<file path="config.mk">
export PLATFORM = sky130hd
export DESIGN_NAME = joypad_debounce_bank
export DESIGN_NICKNAME = d
export VERILOG_FILES = /design/src/rtl/joypad_debounce_bank.sv
export SDC_FILE = /design/constraint.sdc
export NUM_CORES = 1
export LEC_CHECK = 0
export CAP_MARGIN = 20
export CELL_PAD_IN_SITES_DETAIL_PLACEMENT = 0
export CELL_PAD_IN_SITES_GLOBAL_PLACEMENT = 1
export CORE_UTILIZATION = 53
export CTS_BUF_LIST = sky130_fd_sc_hd__clkbuf_2 sky130_fd_sc_hd__clkbuf_4 sky130_fd_sc_hd__clkbuf_8
export DETAILED_ROUTE_END_ITERATION = 16
export MAX_ROUTING_LAYER = met4
export PLACE_DENSITY_LB_ADDON = 0.1
export RECOVER_POWER = 50
export SLEW_MARGIN = 30
export SYNTH_ARGS = -nofsm -noshare
export SYNTH_HDL_FRONTEND = slang
export SYNTH_SLANG_ARGS = --single-unit
</file>
<file path="constraint.sdc">
create_clock -name clock -period 18.5 [get_ports clock]
set_clock_uncertainty 0.2 [all_clocks]
set_input_delay 3.7 -clock clock [delete_from_list [all_inputs] [get_ports clock]]
set_output_delay 3.7 -clock clock [all_outputs]
set_load 0.005 [all_outputs]
</file>
<file path="src/rtl/joypad_debounce_bank.sv">
// Debounces a bank of raw joypad buttons sampled on a shared strobe.
// Ports: clock, reset (sync, active-high), inButtons (raw pins),
//   outPressed (debounced level), outPressed_tick / outReleased_tick
//   (one-cycle edges), outRepeat_tick (press plus auto-repeat),
//   outAnyPressed (OR of all levels, same cycle as outPressed).
module joypad_debounce_bank #(
  parameter int NUM_BUTTONS   = 12,
  parameter int SAMPLE_DIV    = 500000,
  parameter int HISTORY_DEPTH = 16,
  parameter int ACTIVE_LOW    = 1,
  parameter int REPEAT_EN     = 1,
  parameter int REPEAT_DELAY  = 50,
  parameter int REPEAT_RATE   = 10
) (
  input  logic                   clock,
  input  logic                   reset,
  input  logic [NUM_BUTTONS-1:0] inButtons,
  output logic [NUM_BUTTONS-1:0] outPressed,
  output logic [NUM_BUTTONS-1:0] outPressed_tick,
  output logic [NUM_BUTTONS-1:0] outReleased_tick,
  output logic [NUM_BUTTONS-1:0] outRepeat_tick,
  output logic                   outAnyPressed
);

  localparam int TimerW = $clog2(SAMPLE_DIV);
  localparam logic [TimerW-1:0] TimerLoad =
    TimerW'(SAMPLE_DIV - 1);

  logic [TimerW-1:0] timer;
  logic              strobe;

  assign strobe = (timer == '0);

  always_ff @(posedge clock) begin
    if (reset) begin
      timer <= TimerLoad;
    end else if (strobe) begin
      timer <= TimerLoad;
    end else begin
      timer <= timer - TimerW'(1);
    end
  end

  logic [NUM_BUTTONS-1:0] syncA;
  logic [NUM_BUTTONS-1:0] syncB;
  logic [NUM_BUTTONS-1:0] level;

  always_ff @(posedge clock) begin
    if (reset) begin
      syncA <= '0;
      syncB <= '0;
    end else begin
      syncA <= inButtons;
      syncB <= syncA;
    end
  end

  assign level = (ACTIVE_LOW != 0) ? ~syncB : syncB;

  logic [HISTORY_DEPTH-1:0] history [NUM_BUTTONS];

  always_ff @(posedge clock) begin
    for (int i = 0; i < NUM_BUTTONS; i++) begin
      if (reset) begin
        history[i] <= '0;
      end else if (strobe) begin
        history[i] <= {history[i][HISTORY_DEPTH-2:0], level[i]};
      end
    end
  end

  logic [NUM_BUTTONS-1:0] pressedNext;
  logic [NUM_BUTTONS-1:0] pressedPrev;
  logic [NUM_BUTTONS-1:0] rise;
  logic [NUM_BUTTONS-1:0] fall;

  // Only a unanimous history moves the level; mixed patterns hold it.
  always_comb begin
    pressedNext = outPressed;
    for (int i = 0; i < NUM_BUTTONS; i++) begin
      unique case (1'b1)
        (&history[i]):  pressedNext[i] = 1'b1;
        (~|history[i]): pressedNext[i] = 1'b0;
        default:        pressedNext[i] = outPressed[i];
      endcase
    end
  end

  assign rise = outPressed & ~pressedPrev;
  assign fall = ~outPressed & pressedPrev;

  always_ff @(posedge clock) begin
    if (reset) begin
      outPressed       <= '0;
      outAnyPressed    <= 1'b0;
      pressedPrev      <= '0;
      outPressed_tick  <= '0;
      outReleased_tick <= '0;
    end else begin
      outPressed       <= pressedNext;
      outAnyPressed    <= |pressedNext;
      pressedPrev      <= outPressed;
      outPressed_tick  <= rise;
      outReleased_tick <= fall;
    end
  end

  generate
    if (REPEAT_EN != 0) begin : genRepeat
      localparam int RcMax =
        (REPEAT_DELAY > REPEAT_RATE) ? REPEAT_DELAY : REPEAT_RATE;
      localparam int RcW = $clog2(RcMax + 1);
      localparam logic [RcW-1:0] DelayLast = RcW'(REPEAT_DELAY - 1);
      localparam logic [RcW-1:0] RateLast  = RcW'(REPEAT_RATE - 1);

      localparam logic [1:0] StIdle   = 2'd0;
      localparam logic [1:0] StDelay  = 2'd1;
      localparam logic [1:0] StRepeat = 2'd2;

      logic [1:0]             state     [NUM_BUTTONS];
      logic [1:0]             stateNext [NUM_BUTTONS];
      logic [RcW-1:0]         rc        [NUM_BUTTONS];
      logic [RcW-1:0]         rcNext    [NUM_BUTTONS];
      logic [NUM_BUTTONS-1:0] autoNext;

      // The counter is compared against limit-1 so the strobe that
      // brings it to the limit fires the tick and clears it.
      always_comb begin
        autoNext = '0;
        for (int i = 0; i < NUM_BUTTONS; i++) begin
          stateNext[i] = state[i];
          rcNext[i]    = rc[i];
          if (!outPressed[i]) begin
            stateNext[i] = StIdle;
            rcNext[i]    = '0;
          end else begin
            unique case (state[i])
              StIdle: begin
                if (rise[i]) begin
                  stateNext[i] = StDelay;
                  rcNext[i]    = '0;
                end
              end
              StDelay: begin
                if (strobe) begin
                  if (rc[i] == DelayLast) begin
                    autoNext[i]  = 1'b1;
                    rcNext[i]    = '0;
                    stateNext[i] = StRepeat;
                  end else begin
                    rcNext[i] = rc[i] + RcW'(1);
                  end
                end
              end
              StRepeat: begin
                if (strobe) begin
                  if (rc[i] == RateLast) begin
                    autoNext[i] = 1'b1;
                    rcNext[i]   = '0;
                  end else begin
                    rcNext[i] = rc[i] + RcW'(1);
                  end
                end
              end
              default: begin
                stateNext[i] = StIdle;
                rcNext[i]    = '0;
              end
            endcase
          end
        end
      end

      always_ff @(posedge clock) begin
        if (reset) begin
          outRepeat_tick <= '0;
        end else begin
          outRepeat_tick <= rise | autoNext;
        end
        for (int i = 0; i < NUM_BUTTONS; i++) begin
          if (reset) begin
            state[i] <= StIdle;
            rc[i]    <= '0;
          end else begin
            state[i] <= stateNext[i];
            rc[i]    <= rcNext[i];
          end
        end
      end
    end else begin : genNoRepeat
      assign outRepeat_tick = outPressed_tick;
    end
  endgenerate

endmodule
</file>
==> impl_results.md <==
- Net Count, Synth: 1691
- Failing checks: max-capacitance violations, max-slew violations
- I/O Buffers: 62
- Sink Count: 392
- H-Tree Depth: 3
- Post-Syn Area per Cell: 10.64 µm²
- Crit path launch type: input pin
- Final Hold Viols: 0
- Setup bufs post-CTS: 0
- WL/cell: 16.30 µm
- Share of async-settable or async-resettable flops after synthesis: 0%
- Unrepaired setup endpoints after global routing: false
- Synthesized cell area: 17180 µm²
- Pwr dens: 91.25 nW/µm²
- Tcrit/Tclk final: 53.00%
- Most frequent cells in the layout: 200 x dfxtp_1, 192 x edfxtp_1, 151 x and2_1
- Total track usage: 22.38%
- Area fraction in compound gates after synthesis: 9.860%
- Slew @ Worst Pin: 3.712 ns
- Area growth syn-to-layout: 13.71%
- Adder-cell area share of the yosys netlist: 4.515%
- WS Path Type: input pin to flop
- Final setup viols: 0
- Most common cell after layout, fill and taps aside: dfxtp_1
- YS warnings: 0
- Vias in the first global route: 12135
- Die Span X: 182.1 µm
- Setup TNS: 0 ns
- DR vias/cell: 5.722
- Slew margin rel.: -148.8%
- Synth area leader: edfxtp_1
- Largest net degree at the start of global routing: 129
- Tmin final: 9.804 ns
- Library cells used by synthesis: 48
- Die Area: 33140 µm²
- Crit-path max FO: 90
- DPL Wire Length: 22290 µm
- Clk slew on worst S/H paths: 0.06 ns
- Max-Cap Viols: 4
- Final ANT Viol Nets: 0
- Cts bufs inserted: 67
- Pins Over Slew Limit: 248
- Root Driver: clkbuf_8
- Leak pwr: 6.792 nW
- Ys flop type: dfxtp_1
- Top post-synthesis cells by area: edfxtp_1 34%, dfxtp_1 23%, and2_1 6.6%
- Effective utilization at floorplan: 54.17%
- Overflow after GRT: 0
- Sequential fraction of the synthesis area: 56.86%
- Status: finished, violations left
- Ant diodes: 0
- Post-Synth Simple-Gate Area: 25.39%
- Synthesis-stage register bit count: 392
- Synth Instances: 1615
- XOR/XNOR Fraction of Synth Area: 0.6117%
- Worst path required time: 18.26 ns
- Detailed Routing Iterations Pass 1: 5
- Clock latency on the worst-skew pair: 0.59 ns
- Vias after detailed routing: 12348
- Global-route wire length before repair: 58850 µm
- Number of hold buffers added after CTS: 0
- Nets@finish: 1780
- Top-Level Pins: 63
- Largest family of logic cells by synthesized area: simple AND/OR/NAND/NOR gates
- EDFF count, synth: 192
- Core area: 31720 µm²
- Crit path DAT: 9.56 ns
- Mux contribution to synthesized area: 0%
- Post-CTS sizing: 0
- Die height: 182.1 µm
- FP Rows: 65
- Path category of the worst min-delay check: flop to flop
- CTS tree: built
- Share of post-route cells with drive strength above 1: 9.510%
- RePlAce Congestion: 0.8194
- Initial antenna violation count: 0
- Max IR drop VDD: 60.11 µV
- Nature of the critical path endpoint: flop
- Drt drc: 0
- Share of the synthesized area in the top cell type: 33.56%
- Power Total: 1.783 mW
- WL final: 35170 µm
- Maximum buffer depth of the clock tree: 3
- Fmax: 0.1020 GHz
- Initial DRC Count: 662
final cells by class:
cell class              instances  area (µm²)
flip-flops and latches        392        9769
inverters                      67       252.7
multi-input cells            1106        6937
fillers                      2631       12180
clock buffers                 102        1279
well taps                     402       503.0
repair buffers                 70       666.9
clock inverters                19       128.9
routing by layer:
layer	wire, µm	vias to the layer above	GRT usage (%)
met3	1354	90	4.071
met5	0	-	-
li1	-	6124	-
met1	16860	5896	29.55
met2	15640	238	33.84
met4	1314	0	9.815
metrics by stage:
| step | hold slack [ns] | instance area (µm²) | cells | setup WS [ns] | util (%) |
|---|---|---|---|---|---|
| floorplan | 0.1711 | 17180 | 1615 | 9.105 | - |
| global placement | 0.1831 | 18140 | 2037 | 12.03 | 57.20 |
| detailed placement | 0.1861 | 18140 | 2037 | 12.21 | 57.20 |
| CTS | 0.1985 | 19550 | 2158 | 12.83 | 61.64 |
| global route | 0.2268 | 19540 | 2158 | 8.138 | 61.59 |
| finish | 0.1958 | 19540 | 2158 | 8.696 | 61.59 |
cell usage after synthesis (9+ instances only):
master / count
nand3b_1: 10
nand2b_1: 27
and2_1: 180
or3b_1: 9
o31ai_1: 27
xnor2_1: 10
o22ai_1: 47
nor3b_1: 23
a31oi_1: 12
inv_1: 66
buf_2: 17
a21o_1: 11
o21ai_0: 13
dfxtp_1: 200
or3_1: 54
nand3_1: 50
nor2b_1: 35
o221a_2: 11
nand2_1: 122
or2_2: 12
clkbuf_1: 28
nor2_1: 46
edfxtp_1: 192
ha_1: 62
nand4_1: 75
a21oi_1: 123
a211oi_1: 13
a21boi_0: 11
nor4_1: 62
or3b_2: 14
nor3_1: 28
worst max-delay path, stage by stage:
cell and delay [ns]:
clkbuf_1 0.08, nor2_1 0.79, clkinvlp_2 3.24, clkbuf_1 1.68
worst paths after layout:
path	slack (ns)	from	cells past startpoint	to
hold / removal	0.20	timer[0]	1	timer[0]
setup / recovery	8.70	reset	4	history[0][58]
hold reg to reg	0.20	timer[0]	1	timer[0]
setup reg to reg	10.46	timer[5]	6	history[0][58]
registers in the layout, indices dropped and copies added (netlist names), 19 cells and up:
name and count:
genRepeat.rc 72, genRepeat.state 24, history 192, timer 19
power breakdown:
part / leakage (nW) / switching (mW) / internal (mW) / total (mW)
logic: 2.60 / 0.0153 / 0.00713 / 0.0224
clock network: 0.755 / 0.350 / 0.457 / 0.807
registers: 3.44 / 0.0174 / 0.936 / 0.953
total: 6.79 / 0.382 / 1.40 / 1.78
logic make-up (layout without fill, tap and decap cells):
kind of cell / count (synthesis) / after routing
simple gates: 758 / 758
flops: 392 / 392
xor+xnor: 12 / 12
fa+ha+maj: 62 / 62
buf+inv: 117 / 258
compound gates: 274 / 274
(Power assumes the default switching activity.)
